[src/rtl/ping_pong_ctrl.sv]
// Ping-pong buffer control stage.
// Handshake semantics (both streams): a beat transfers on a rising clk edge
// where valid and ready are both high. The producer holds data stable until
// then, and valid does not depend on ready.
// Frames of BANK_DEPTH samples go into alternating RAM banks through port A.
// Each complete bank is streamed out of port B through a 2-entry output FIFO.
// The FIFO hides the one-cycle RAM read latency and keeps backpressure exact.
module ping_pong_ctrl #(
   parameter int DATA_WIDTH = 32,
   parameter int BANK_DEPTH = 8,
   parameter int ADDRW      = 4
) (
   input  logic                  clk,
   input  logic                  rst,
   // input sample stream
   input  logic [DATA_WIDTH-1:0] s_tdata,
   input  logic                  s_tvalid,
   output logic                  s_tready,
   // dp_ram port A (write)
   output logic                  ram_ena,
   output logic                  ram_wea,
   output logic [ADDRW-1:0]      ram_addra,
   output logic [DATA_WIDTH-1:0] ram_dia,
   // dp_ram port B (read)
   output logic                  ram_enb,
   output logic [ADDRW-1:0]      ram_addrb,
   input  logic [DATA_WIDTH-1:0] ram_dob,
   // output sample stream
   output logic [DATA_WIDTH-1:0] m_tdata,
   output logic                  m_tvalid,
   input  logic                  m_tready,
   output logic                  m_tlast,
   // bank status and read FSM state (debug visibility)
   output logic [1:0]            bank_full,
   output logic                  rd_state
);

   localparam int CNTW = ADDRW - 1;
   localparam logic [CNTW-1:0] LAST_CNT = CNTW'(BANK_DEPTH - 1);

   typedef enum logic {
      RD_IDLE = 1'b0,
      RD_READ = 1'b1
   } rd_state_t;

   rd_state_t             state_q, state_d;

   logic                  wr_bank;
   logic [CNTW-1:0]       wr_cnt;
   logic                  rd_bank;
   logic [CNTW-1:0]       rd_cnt;

   logic                  wr_hs;
   logic                  wr_last;
   logic                  rd_go;
   logic                  issue_ok;
   logic                  rd_last_issue;
   logic [1:0]            full_set;
   logic [1:0]            full_clr;

   logic                  rd_inflight;
   logic                  rd_inflight_last;

   logic [DATA_WIDTH-1:0] fifo_data [2];
   logic                  fifo_last [2];
   logic                  fifo_wptr;
   logic                  fifo_rptr;
   logic [1:0]            fifo_cnt;
   logic                  fifo_pop;
   logic [2:0]            occ_eff;

   assign rd_state = state_q;

   // Write side: accept whenever the current write bank is not holding an unread frame
   always_comb begin
      s_tready  = ~rst & ~bank_full[wr_bank];
      wr_hs     = s_tvalid & s_tready;
      wr_last   = wr_hs & (wr_cnt == LAST_CNT);
      ram_ena   = wr_hs;
      ram_wea   = wr_hs;
      ram_addra = {wr_bank, wr_cnt};
      ram_dia   = s_tdata;
   end

   // Read issue gating: occupancy counts the slot freed by a pop this cycle,
   // so a steadily draining stream issues one read per cycle without bubbles
   always_comb begin
      fifo_pop = m_tvalid & m_tready;
      occ_eff  = {1'b0, fifo_cnt} - {2'b00, fifo_pop} + {2'b00, rd_inflight};
      issue_ok = (occ_eff < 3'd2);
   end

   // Read FSM next state; IDLE issues the first read of a newly full bank at once
   always_comb begin
      state_d       = state_q;
      rd_go         = 1'b0;
      case (state_q)
         RD_IDLE: rd_go = bank_full[rd_bank];
         RD_READ: rd_go = 1'b1;
         default: rd_go = 1'b0;
      endcase
      ram_enb       = ~rst & rd_go & issue_ok;
      ram_addrb     = {rd_bank, rd_cnt};
      rd_last_issue = ram_enb & (rd_cnt == LAST_CNT);
      case (state_q)
         RD_IDLE: if (bank_full[rd_bank]) state_d = RD_READ;
         RD_READ: if (rd_last_issue) state_d = RD_IDLE;
         default: state_d = RD_IDLE;
      endcase
      if (rd_last_issue) state_d = RD_IDLE;
   end

   // Bank set/clear requests; a bank cannot be set and cleared in the same cycle
   always_comb begin
      full_set = 2'b00;
      full_clr = 2'b00;
      if (wr_last) full_set[wr_bank] = 1'b1;
      if (rd_last_issue) full_clr[rd_bank] = 1'b1;
   end

   // Write pointer: count within the bank, flip bank at frame end
   always_ff @(posedge clk) begin
      if (rst) begin
         wr_cnt  <= '0;
         wr_bank <= 1'b0;
      end else if (wr_hs) begin
         if (wr_last) begin
            wr_cnt  <= '0;
            wr_bank <= ~wr_bank;
         end else begin
            wr_cnt <= wr_cnt + 1'b1;
         end
      end
   end

   // Read pointer and FSM state register
   always_ff @(posedge clk) begin
      if (rst) begin
         state_q <= RD_IDLE;
         rd_cnt  <= '0;
         rd_bank <= 1'b0;
      end else begin
         state_q <= state_d;
         if (ram_enb) begin
            if (rd_last_issue) begin
               rd_cnt  <= '0;
               rd_bank <= ~rd_bank;
            end else begin
               rd_cnt <= rd_cnt + 1'b1;
            end
         end
      end
   end

   // Bank ownership flags; simultaneous set and clear of different banks both apply
   always_ff @(posedge clk) begin
      if (rst) begin
         bank_full <= 2'b00;
      end else begin
         bank_full <= (bank_full | full_set) & ~full_clr;
      end
   end

   // Track the read issued last cycle so its data is captured from ram_dob
   always_ff @(posedge clk) begin
      if (rst) begin
         rd_inflight      <= 1'b0;
         rd_inflight_last <= 1'b0;
      end else begin
         rd_inflight      <= ram_enb;
         rd_inflight_last <= rd_last_issue;
      end
   end

   // Output FIFO storage; contents are don't-care while the FIFO is empty
   always_ff @(posedge clk) begin
      if (rd_inflight) begin
         fifo_data[fifo_wptr] <= ram_dob;
         fifo_last[fifo_wptr] <= rd_inflight_last;
      end
   end

   // Output FIFO pointers and occupancy
   always_ff @(posedge clk) begin
      if (rst) begin
         fifo_wptr <= 1'b0;
         fifo_rptr <= 1'b0;
         fifo_cnt  <= 2'd0;
      end else begin
         if (rd_inflight) fifo_wptr <= ~fifo_wptr;
         if (fifo_pop) fifo_rptr <= ~fifo_rptr;
         fifo_cnt <= fifo_cnt + {1'b0, rd_inflight} - {1'b0, fifo_pop};
      end
   end

   // Output stream is the FIFO head, held stable until it is accepted
   always_comb begin
      m_tvalid = (fifo_cnt != 2'd0);
      m_tdata  = fifo_data[fifo_rptr];
      m_tlast  = m_tvalid & fifo_last[fifo_rptr];
   end

endmodule

[config.mk]
export PLATFORM = sky130hd
export DESIGN_NAME = ping_pong_ctrl
export DESIGN_NICKNAME = d
export VERILOG_FILES = /design/src/rtl/ping_pong_ctrl.sv
export SDC_FILE = /design/constraint.sdc
export NUM_CORES = 1
export LEC_CHECK = 0
export BUFFER_PORTS_ARGS = -buffer_cell sky130_fd_sc_hd__buf_2
export CORE_ASPECT_RATIO = 0.8
export CORE_MARGIN = 5
export CORE_UTILIZATION = 40
export DETAILED_ROUTE_END_ITERATION = 7
export PLACE_DENSITY_LB_ADDON = 0.2
export SLEW_MARGIN = 30
export SYNTH_ARGS = -nofsm -noshare
export SYNTH_HDL_FRONTEND = slang
export SYNTH_SLANG_ARGS = --single-unit
[constraint.sdc]
create_clock -name clk -period 2.7 [get_ports clk]
set_clock_uncertainty 0.2 [all_clocks]
set_input_delay 0.54 -clock clk [delete_from_list [all_inputs] [get_ports clk]]
set_output_delay 0.54 -clock clk [all_outputs]
set_load 0.01 [all_outputs]
==> key figures, run 1 <==
Clock network
  • Clock buffer depth: 2
  • CTS Hold Bufs: 0
  • Clk sinks: between 80 and 90
  • CTS buffer count: 9
  • Skew-Pair Late Insertion Delay: 0.34 ns
  • TritonCTS clock tree: done
  • H-tree Lvls: 3
  • Root Driver: clkbuf_8
  • Clock Pin Slew Worst Setup and Hold Paths: 0.09 ns

Worst setup path
  • Crit path max fanout: 3
  • Crit start category: flip-flop
  • Worst EP required: a little under 2 ns
  • Crit path from: fifo_cnt[1]
  • Worst Path Arrival: 2.36 ns
  • Critical path type: flip-flop to output pin
  • Reg-to-reg startpoint: fifo_cnt[1]
  • CP Capture Type: output pin

Global route
  • Vias in the first global route: 1887
  • First-pass GRT wire length: 9.54 mm
  • Largest net degree at the start of global routing: 26
  • GRT overflow: 0
  • Total track usage: roughly an eighth
  • Initial antenna violation count: 0

Synth
  • Yosys cell types: 30
  • Top cell type's share of synthesized area: a little under three fifths
  • Mapped Area: 0.00347 mm²
  • Synth area leaders: edfxtp_1 (57%), mux2_2 (11%), dfxtp_1 (10%)
  • Mux cell area share after synthesis: 13.1%
  • Flops & latches, synth: 84
  • Synth Area in Compound Gates: under 10%
  • Net Count, Synth: 299
  • Mapped Cells: 224
  • Register area share after synthesis: between 60% and 70%
  • Warning count from the yosys run: 0
  • Syn Area/Cell: about 15 µm²
  • Post-synthesis simple-gate area fraction: 4.47%
  • Synth Area in Adders: 2.74%
  • Largest area contributor in the netlist: edfxtp_1
  • Largest family of logic cells by synthesized area: multiplexers
  • Post-Synth XOR/XNOR Area: less than 1%

Floorplanning
  • Core footprint: 0.00848 mm²
  • DIE HEIGHT: slightly above 90 µm
  • Die Wd: 114 µm
  • Num rows: 30
  • Die ar.: 0.0106 mm²
  • IO Pins: 149
  • Starting Density: 40.9%

Pwr
  • Lkg Pwr: 1.61 nW
  • Clk network pwr share: 36.6%
  • Switching pwr: around 0.00066 W
  • Sequential share of power: 49.2%
  • Internal power: 0.00225 W
  • Worst VDD drop: 0.000435 V
  • Combinational fraction of design power: 14.2%
  • Cell Pwr Density: 707 mW/mm²
  • Power Total: 0.00291 W
  • Switching portion of total power: 22.7%

Cells and area
  • Most frequent cells in the layout: buf_2 (84), edfxtp_1 (66), mux2_2 (35), dfxtp_1 (17), clkbuf_8 (9)
  • Layout cells sized above 1: 52.9%
  • ANT cells: 0
  • Nets: 361
  • Area Overhead vs Synth: 18.8%
  • Commonest non-fill, non-tap cell in the layout: buf_2
  • Fill count: around 800

STA
  • Final min period: 3.10 ns
  • Slew headroom: 72.2%
  • WHS: 0.180 ns
  • Unrepaired setup endpoints after global routing: yes
  • Fin. max-slew vios: 0
  • Highest Clock Rate: 322 MHz
  • PnR worst setup slack: -0.405 ns
  • Crit share post-route: 115%
  • Final hold vios: 0
  • Final setup fails: 1
  • Slew @ Worst Pin: 0.405 ns

Place
  • Port Buf Inserts: 84
  • GP Congestion: approximately 0.7
  • Post-detail-place hpwl: 4.16 mm

Route
  • Final wirelength: 6.10 mm
  • Antenna Nets Post-Route: 0
  • Via count: 1839
  • DRT Pass-1 Iters: 4
  • DRC errors left: 0
  • DR vias/cell: 4.56
  • Number of DRC markers after the initial detailed-route iteration: 45
  • Wire per inst: 15.1 µm

Hold path
  • Tightest Hold Check Type: input pin to flip-flop
  • Hold Crit Start: ram_dob[13]

Run status
  • Violated checks: negative setup slack
  • Outcome: finished, violations left

Flow run
  • Max-cap violations: 0
-- worst paths after layout --
check,to,slack [ns],depth (start not counted)
max,ram_enb,-0.40,8
min,fifo_data[0][13],0.18,1
max reg2reg,rd_bank,0.07,8
min reg2reg,fifo_last[0],0.25,0
-- area by class of cell --
type	count	area (µm²)	area share (%)
Timing Repair Buffer	91	498	12.1
Multi-Input combinational cell	91	858	20.8
Sequential cell	84	2340	56.9
Tap cell	112	140	3.40
Clock buffer	9	124	3.01
Inverter	9	33.8	0.820
Clock inverter	7	121	2.95
-- sequential cells by signal, summed over array words and instances (netlist names), named ones only --
signal	flops
wr_bank	1
wr_cnt	3
fifo_wptr	1
rd_bank	1
fifo_rptr	1
fifo_data	64
rd_inflight	1
rd_inflight_last	1
rd_state	1
rd_cnt	3
bank_full	2
fifo_last	2
fifo_cnt	2
-- synth_stat cells --
master	number
mux2i_1	6
and2_1	2
a31oi_1	1
o211ai_1	1
nor2b_1	6
nor4_1	1
dfxtp_1	18
buf_4	35
nor3_1	2
a2111o_1	1
nor2_1	7
clkbuf_1	4
xnor2_1	3
o21ba_2	1
edfxtp_1	66
nand2b_1	3
nand3_1	1
a211oi_1	2
or3b_2	1
fa_1	1
mux2_2	35
nand2_1	6
and2_2	1
o41ai_1	1
o21bai_1	1
buf_2	1
o21a_1	1
inv_1	9
ha_1	6
a21oi_1	1
-- stage by stage --
| stage | setup slack (ns) | util (%) | setup TNS (ns) | area [µm²] | instances |
|---|---|---|---|---|---|
| floorplan | -0.130 | - | -0.142 | 3480 | 224 |
| global placement | -0.284 | 45.3 | -1.19 | 3840 | 387 |
| detailed placement | -0.301 | 45.3 | -1.45 | 3840 | 387 |
| CTS | -0.436 | 48.2 | -0.471 | 4090 | 403 |
| global route | -0.539 | 48.6 | -0.671 | 4120 | 403 |
| finish | -0.405 | 48.6 | -0.405 | 4120 | 403 |
-- layer usage --
layer | vias up | track usage [%] | share of wire [%]
li1 | 890 | - | -
met1 | 860 | 13.5 | 40
met2 | 61 | 19.2 | 48
met3 | 28 | 4.85 | 8.2
met4 | 0 | 5.93 | 3.3
met5 | - | 0 | 0
-- repair_timing --
item / CTS / global route
buffers inserted: 0 / 0
setup endpoints to repair: 3 / 5
gates resized for setup: 0 / 5
-- kinds of logic after synthesis --
logic type,after synthesis
compound gates,10
xor+xnor,3
fa+ha+maj,7
buf+inv,49
flops,84
mux,41
simple gates,30
-- critical path, stage by stage (launching register included) --
cell      delay, ns
dfxtp_1        0.32
o21a_1         0.19
ha_1           0.27
inv_1          0.06
ha_2           0.16
fa_2           0.44
a2111o_1       0.41
inv_2          0.06
buf_2          0.12
-- power by group through the flow --
stage / registers, W / logic (W) / clock network (W)
2_1_floorplan: 0.00145 / 0.000296 / 0
3_3_place_gp: 0.00146 / 0.000405 / 0
3_5_place_dp: 0.00146 / 0.000407 / 0
4_1_cts: 0.00143 / 0.000412 / 0.00110
5_1_grt: 0.00144 / 0.000455 / 0.00117
6_report: 0.00143 / 0.000414 / 0.00107
No activity file was read; power rests on OpenSTA's default activity.
==> inputs of run 2 (changes only) <==
--- a/constraint.sdc
+++ b/constraint.sdc
@@ -4,2 +4,2 @@
 set_output_delay 0.54 -clock clk [all_outputs]
-set_load 0.01 [all_outputs]
+set_load 0.1 [all_outputs]
==> key figures, run 2 (synthesized netlist as in run 1, its figures left out) <==
Worst setup path
  • Crit-path cells: o21a_1, ha_1, inv_1, ha_2, fa_2, a2111o_1, clkinvlp_4, buf_12
  • Reg-to-reg startpoint: fifo_cnt[1]
  • CP Capture Type: output pin
  • CP peak stage delay: 0.43 ns (about the same)
  • Path depth of the worst reg2reg path: 9 (+1)
  • R2R Path End: rd_cnt[1]
  • R2r setup slk: 0 ns (-0.07 ns)
  • Crit path max fanout: 2 (-1)
  • Crit path from: fifo_cnt[1]
  • Worst EP required: 1.96 ns (about the same)
  • Worst setup path endpoint: ram_enb
  • Critical path type: flip-flop to output pin
  • Crit start category: flip-flop
  • Worst path slowest cell: fa_2
  • Worst Path Arrival: 2.49 ns (+0.13 ns)

Floorplanning
  • Starting Density: 40.9% (unchanged)
  • Num rows: 30 (unchanged)
  • Die Wd: 114 µm (unchanged)
  • DIE HEIGHT: 93.3 µm (unchanged)
  • IO Pins: 149 (unchanged)
  • Core footprint: 0.00848 mm² (unchanged)
  • Die ar.: 0.0106 mm² (unchanged)

Cells and area
  • ANT cells: 0 (unchanged)
  • Leading registers by flop count: fifo_data: 64 flops, rd_cnt: 3 flops, wr_cnt: 3 flops
  • Commonest non-fill, non-tap cell in the layout: buf_2
  • Area Overhead vs Synth: 20.3%
  • Final core occ: 49.2% (+0.62 points)
  • Layout cells sized above 1: 55.2% (+2.3 points)
  • Reg with most FFs: fifo_data
  • Largest register FFs: 64 (unchanged)
  • Fill count: 762 (-5.2%)
  • Most frequent cells in the layout: buf_2 (81), edfxtp_1 (66), mux2_2 (35), dfxtp_1 (14), buf_4 (11)
  • Nets: 367 (+1.7%)

Clock network
  • Clock buffer depth: 2 (unchanged)
  • Skew-Pair Late Insertion Delay: 0.34 ns (about the same)
  • CTS Hold Bufs: 0 (unchanged)
  • TritonCTS clock tree: done
  • Clock Pin Slew Worst Setup and Hold Paths: 0.08 ns (about the same)
  • Clk sinks: 84 (unchanged)
  • CTS buffer count: 9 (unchanged)
  • Root Driver: clkbuf_8
  • H-tree Lvls: 3 (unchanged)

Global route
  • Initial antenna violation count: 0 (unchanged)
  • First-pass GRT wire length: 9.87 mm (+3.5%)
  • Vias in the first global route: 1942 (+2.9%)
  • Largest net degree at the start of global routing: 26 (unchanged)
  • Total track usage: 12.3% (+0.46 points)
  • GRT overflow: 0 (unchanged)

Route
  • Antenna Nets Post-Route: 0 (unchanged)
  • Wire per inst: 15.4 µm (+1.7%)
  • DR vias/cell: 4.59 (+0.68%)
  • Final wirelength: 6.29 mm (+3.2%)
  • Via count: 1879 (+2.2%)
  • DRC errors left: 0 (unchanged)
  • DRT Pass-1 Iters: 4 (unchanged)
  • Number of DRC markers after the initial detailed-route iteration: 29 (-36%)

Pwr
  • Lkg Pwr: 1.60 nW (-0.29%)
  • Cell Pwr Density: 780 mW/mm² (+10%)
  • Worst VDD drop: 0.000381 V (-12%)

STA
  • Fin. max-slew vios: 0 (unchanged)
  • Final hold vios: 0 (unchanged)
  • Final min period: 3.23 ns (+0.124 ns)
  • Unrepaired setup endpoints after global routing: yes
  • Slew headroom: 66.3% (-5.9 points)
  • Crit share post-route: 120% (+4.6 points)
  • PnR worst setup slack: -0.529 ns (-0.124 ns)
  • Slew @ Worst Pin: 0.508 ns (+0.103 ns)
  • Setup TNS: -0.534 ns (-0.129 ns)
  • Final setup fails: 3 (+2)
  • Highest Clock Rate: 310 MHz (-3.9%)
  • WHS: 0.178 ns (-0.00224 ns)

Flow run
  • Max-cap violations: 0 (unchanged)

Run status
  • Outcome: finished, violations left
  • Violated checks: negative setup slack

Place
  • Post-detail-place hpwl: 4.48 mm (+7.7%)
  • GP Congestion: 0.724 (+1.0%)
  • Port Buf Inserts: 84 (unchanged)

Hold path
  • Tightest Hold Check Type: input pin to flip-flop
==> run 2: cell count changes in the layout (fill, tap and decap cells not counted), sizes merged <==
cell / delta
clkinv: +1
inv: -3
bufinv: -2
clkinvlp: +4
buf: +6
==> run 2: timing repair <==
| item | CTS | global route |
|---|---|---|
| buffers inserted | 0 | 2 |
| endpoints found under the setup margin | 3 | 6 |
| gates resized for setup | 1 | 7 |
==> run 2: metrics by stage <==
step           cell area [µm²]  cells  worst slack [ns]  total power [W]
3_3_place_gp              3920    391            -0.414          0.00239
3_5_place_dp              3920    391            -0.428          0.00240
4_1_cts                   4120    407            -0.574          0.00329
6_report                  4170    409            -0.529          0.00325
5_1_grt                   4170    409            -0.634          0.00340
2_1_floorplan             3490    224            -0.429          0.00243
==> run 2: layer usage <==
layer,track usage [%],vias to the layer above,routed length [µm]
li1,-,908,-
met1,14.8,880,2660
met2,18.8,56,2960
met3,4.92,35,437
met4,7.02,0,231
met5,0,-,0
==> run 2: final cells by class <==
type | count | area, µm² | area share (%)
sequential | 84 | 2350 | 56.3
multi-input combinational | 91 | 865 | 20.7
timing repair buffer | 97 | 579 | 13.9
tap | 112 | 140 | 3.36
clock buffer | 9 | 124 | 2.97
clock inverter | 7 | 75.1 | 1.80
inverter | 9 | 41.3 | 0.990
==> run 2: report_power, final <==
part,internal (W),switching [W]
sequential,0.00141,0.0000237
combinational,0.000241,0.000704
clock,0.000432,0.000443
total,0.00208,0.00117
==> run 2: how the worst min path moves through the flow <==
| stage | to | startpoint | cells after the start | slack (ns) |
|---|---|---|---|---|
| 2_1_floorplan | fifo_last[0] | rd_inflight_last | 0 | 0.20 |
| 3_3_place_gp | fifo_last[0] | rd_inflight_last | 0 | 0.21 |
| 3_5_place_dp | fifo_last[1] | rd_inflight_last | 0 | 0.22 |
| 4_1_cts | fifo_data[0][4] | ram_dob[4] | 1 | 0.15 |
| 5_1_grt | fifo_data[0][15] | ram_dob[15] | 1 | 0.15 |
| 6_report | fifo_data[0][4] | ram_dob[4] | 1 | 0.18 |
==> run 2: critical path, delay by kind of cell, from the launching register on <==
kind                     cells  cell delay (ns)
AO/OA/AOI/OAI                2             0.62
adder cells (fa/ha/maj)      3             0.86
buffers and inverters        3             0.33
flip-flops                   1             0.32
==> inputs of run 3 (changes only) <==
CORE_UTILIZATION = 43   (was 40)
==> key figures, run 3 (synthesized netlist as in run 1, its figures left out) <==
Run status
  • Outcome: finished, violations left
  • Violated checks: negative setup slack

Global route
  • Total track usage: 12.4% (+0.11 points)
  • Largest net degree at the start of global routing: 30 (+15%)
  • First-pass GRT wire length: 9.62 mm (-2.6%)
  • GRT overflow: 0 (unchanged)
  • Initial antenna violation count: 0 (unchanged)
  • Vias in the first global route: 1896 (-2.4%)

Clock network
  • CTS buffer count: 9 (unchanged)
  • H-tree Lvls: 3 (unchanged)
  • Post-CTS setup repair buffer count: 0 (unchanged)
  • Root Driver: clkbuf_8
  • Skew-Pair Late Insertion Delay: 0.34 ns (about the same)
  • Clk sinks: 84 (unchanged)
  • TritonCTS clock tree: done
  • Clock buffer depth: 2 (unchanged)
  • Clock Pin Slew Worst Setup and Hold Paths: 0.08 ns (about the same)

Pwr
  • Lkg Pwr: 1.60 nW (-0.31%)
  • Internal power: 0.00216 W (+3.7%)
  • Switching portion of total power: 34.6% (-1.4 points)
  • Combinational fraction of design power: 28.2% (-0.9 points)
  • Cell Pwr Density: 793 mW/mm² (+1.6%)
  • Switching pwr: 0.00114 W (-2.6%)
  • Sequential share of power: 43.6% (-0.5 points)
  • Worst VDD drop: 0.000344 V (-9.7%)
  • Clk network pwr share: 28.2% (+1.3 points)

Cells and area
  • Leading registers by flop count: fifo_data: 64 flops, rd_cnt: 3 flops, wr_cnt: 3 flops
  • Nets: 366 (-0.27%)
  • Layout cells sized above 1: 54.9% (-0.30 points)
  • Most frequent cells in the layout: buf_2 (81), edfxtp_1 (66), mux2_2 (35), dfxtp_1 (14), buf_4 (11)
  • ANT cells: 0 (unchanged)
  • Final instance area: 0.00416 mm² (-0.21%)
  • Fin cells: 403 (-1.5%)
  • Fill count: 708 (-7.1%)
  • Largest register FFs: 64 (unchanged)
  • Final core occ: 52.6% (+3.5 points)
  • Commonest non-fill, non-tap cell in the layout: buf_2
  • Reg with most FFs: fifo_data
  • Area Overhead vs Synth: 20.0%

STA
  • Highest Clock Rate: 312 MHz (+0.75%)
  • PnR worst setup slack: -0.505 ns (+0.0242 ns)
  • Fin. max-slew vios: 0 (unchanged)
  • Unrepaired setup endpoints after global routing: yes
  • Slew @ Worst Pin: 0.509 ns (+0.000257 ns)
  • Slew headroom: 66.3% (about the same)
  • Crit share post-route: 119% (-0.90 points)
  • Final setup fails: 1 (-2)
  • Final hold vios: 0 (unchanged)
  • Final min period: 3.20 ns (-0.0242 ns)

Floorplanning
  • Starting Density: 43.8% (+3.0 points)
  • Die Wd: 110 µm (-3.2%)
  • Die ar.: 0.00997 mm² (-6.3%)
  • Core footprint: 0.00791 mm² (-6.8%)
  • DIE HEIGHT: 90.3 µm (-3.2%)
  • IO Pins: 149 (unchanged)
  • Num rows: 29 (-3.3%)

Route
  • WL met3: 426 µm (-2.5%)
  • DRT Pass-1 Iters: 3 (-1)
  • Wire per inst: 15.5 µm (+0.94%)
  • Number of DRC markers after the initial detailed-route iteration: 55 (+90%)
  • Max Used Layer: met4
  • Antenna Nets Post-Route: 0 (unchanged)
  • DRC errors left: 0 (unchanged)
  • Via count: 1884 (+0.27%)
  • Met2 WL: 2.84 mm (-4.2%)
  • DR vias/cell: 4.67 (+1.8%)
  • Met1 Routed Length: 2.71 mm (+1.9%)
  • Final wirelength: 6.25 mm (-0.54%)

Place
  • Port Buf Inserts: 84 (unchanged)
  • GP Congestion: 0.690 (-4.7%)
  • Post-Place Cells: 388 (-0.77%)
  • Area post-placement: 0.00392 mm² (about the same)
  • Setup slack at placement: -0.421 ns (+0.00719 ns)
  • Post-detail-place hpwl: 4.37 mm (-2.4%)

Worst setup path
  • Path depth of the worst reg2reg path: 9 (unchanged)
  • Crit path max fanout: 3 (+1)
  • Crit start category: flip-flop
  • Worst EP required: 1.96 ns (about the same)
  • CP Capture Type: output pin
  • Critical path type: flip-flop to output pin
  • Worst Path Arrival: 2.46 ns (-0.03 ns)

Flow run
  • Max-cap violations: 0 (unchanged)

Hold path
  • Tightest Hold Check Type: input pin to flip-flop
  • Hold depth: 1 (unchanged)
run 3: what timing repair did:
item	4_1_cts	5_1_grt
resized for setup	1	5
setup endpoints to repair	1	6
hold buffers	0	0
run 3: cell type report:
type / count / area [µm²] / share of cell area, %
multi-input combinational: 91 / 860 / 20.6
clock inverter: 6 / 87.6 / 2.10
inverter: 9 / 41.3 / 0.992
tap: 108 / 135 / 3.25
clock buffer: 9 / 124 / 2.98
timing repair buffer: 96 / 568 / 13.6
sequential: 84 / 2350 / 56.4
run 3: worst paths after layout:
| check | from | to | slack (ns) |
|---|---|---|---|
| max | fifo_cnt[1] | ram_enb | -0.50 |
| min | ram_dob[10] | fifo_data[0][10] | 0.18 |
| max reg2reg | fifo_cnt[1] | bank_full[1] | 0.04 |
| min reg2reg | rd_inflight_last | fifo_last[0] | 0.24 |
run 3: routing by layer:
layer | up-vias | global-route usage [%]
li1 | 907 | -
met1 | 873 | 14.9
met2 | 63 | 18.9
met3 | 41 | 4.29
met4 | 0 | 8.31
met5 | - | 0
run 3: stage by stage:
stage / TNS (ns) / hold slack, ns / power [W]
4_1_cts: -0.584 / 0.159 / 0.00333
6_report: -0.505 / 0.183 / 0.00330
3_3_place_gp: -1.34 / 0.212 / 0.00239
3_5_place_dp: -1.39 / 0.219 / 0.00239
2_1_floorplan: -0.443 / 0.204 / 0.00243
5_1_grt: -0.658 / 0.151 / 0.00345
run 3: worst max-delay path: stages (launching register included):
cell and delay [ns]:
dfxtp_2 0.32, o21a_1 0.19, ha_1 0.28, inv_2 0.07
ha_4 0.12, fa_2 0.44, a2111o_1 0.42, clkinvlp_4 0.11
buf_12 0.17
run 3: power groups by stage:
| stage | Sequential [W] | Clock, W | Combinational (W) |
|---|---|---|---|
| CTS | 0.00144 | 0.000967 | 0.000929 |
| detailed placement | 0.00147 | 0 | 0.000924 |
| finish | 0.00144 | 0.000931 | 0.000931 |
| global placement | 0.00147 | 0 | 0.000919 |
| global route | 0.00144 | 0.00103 | 0.000973 |
| floorplan | 0.00148 | 0 | 0.000946 |
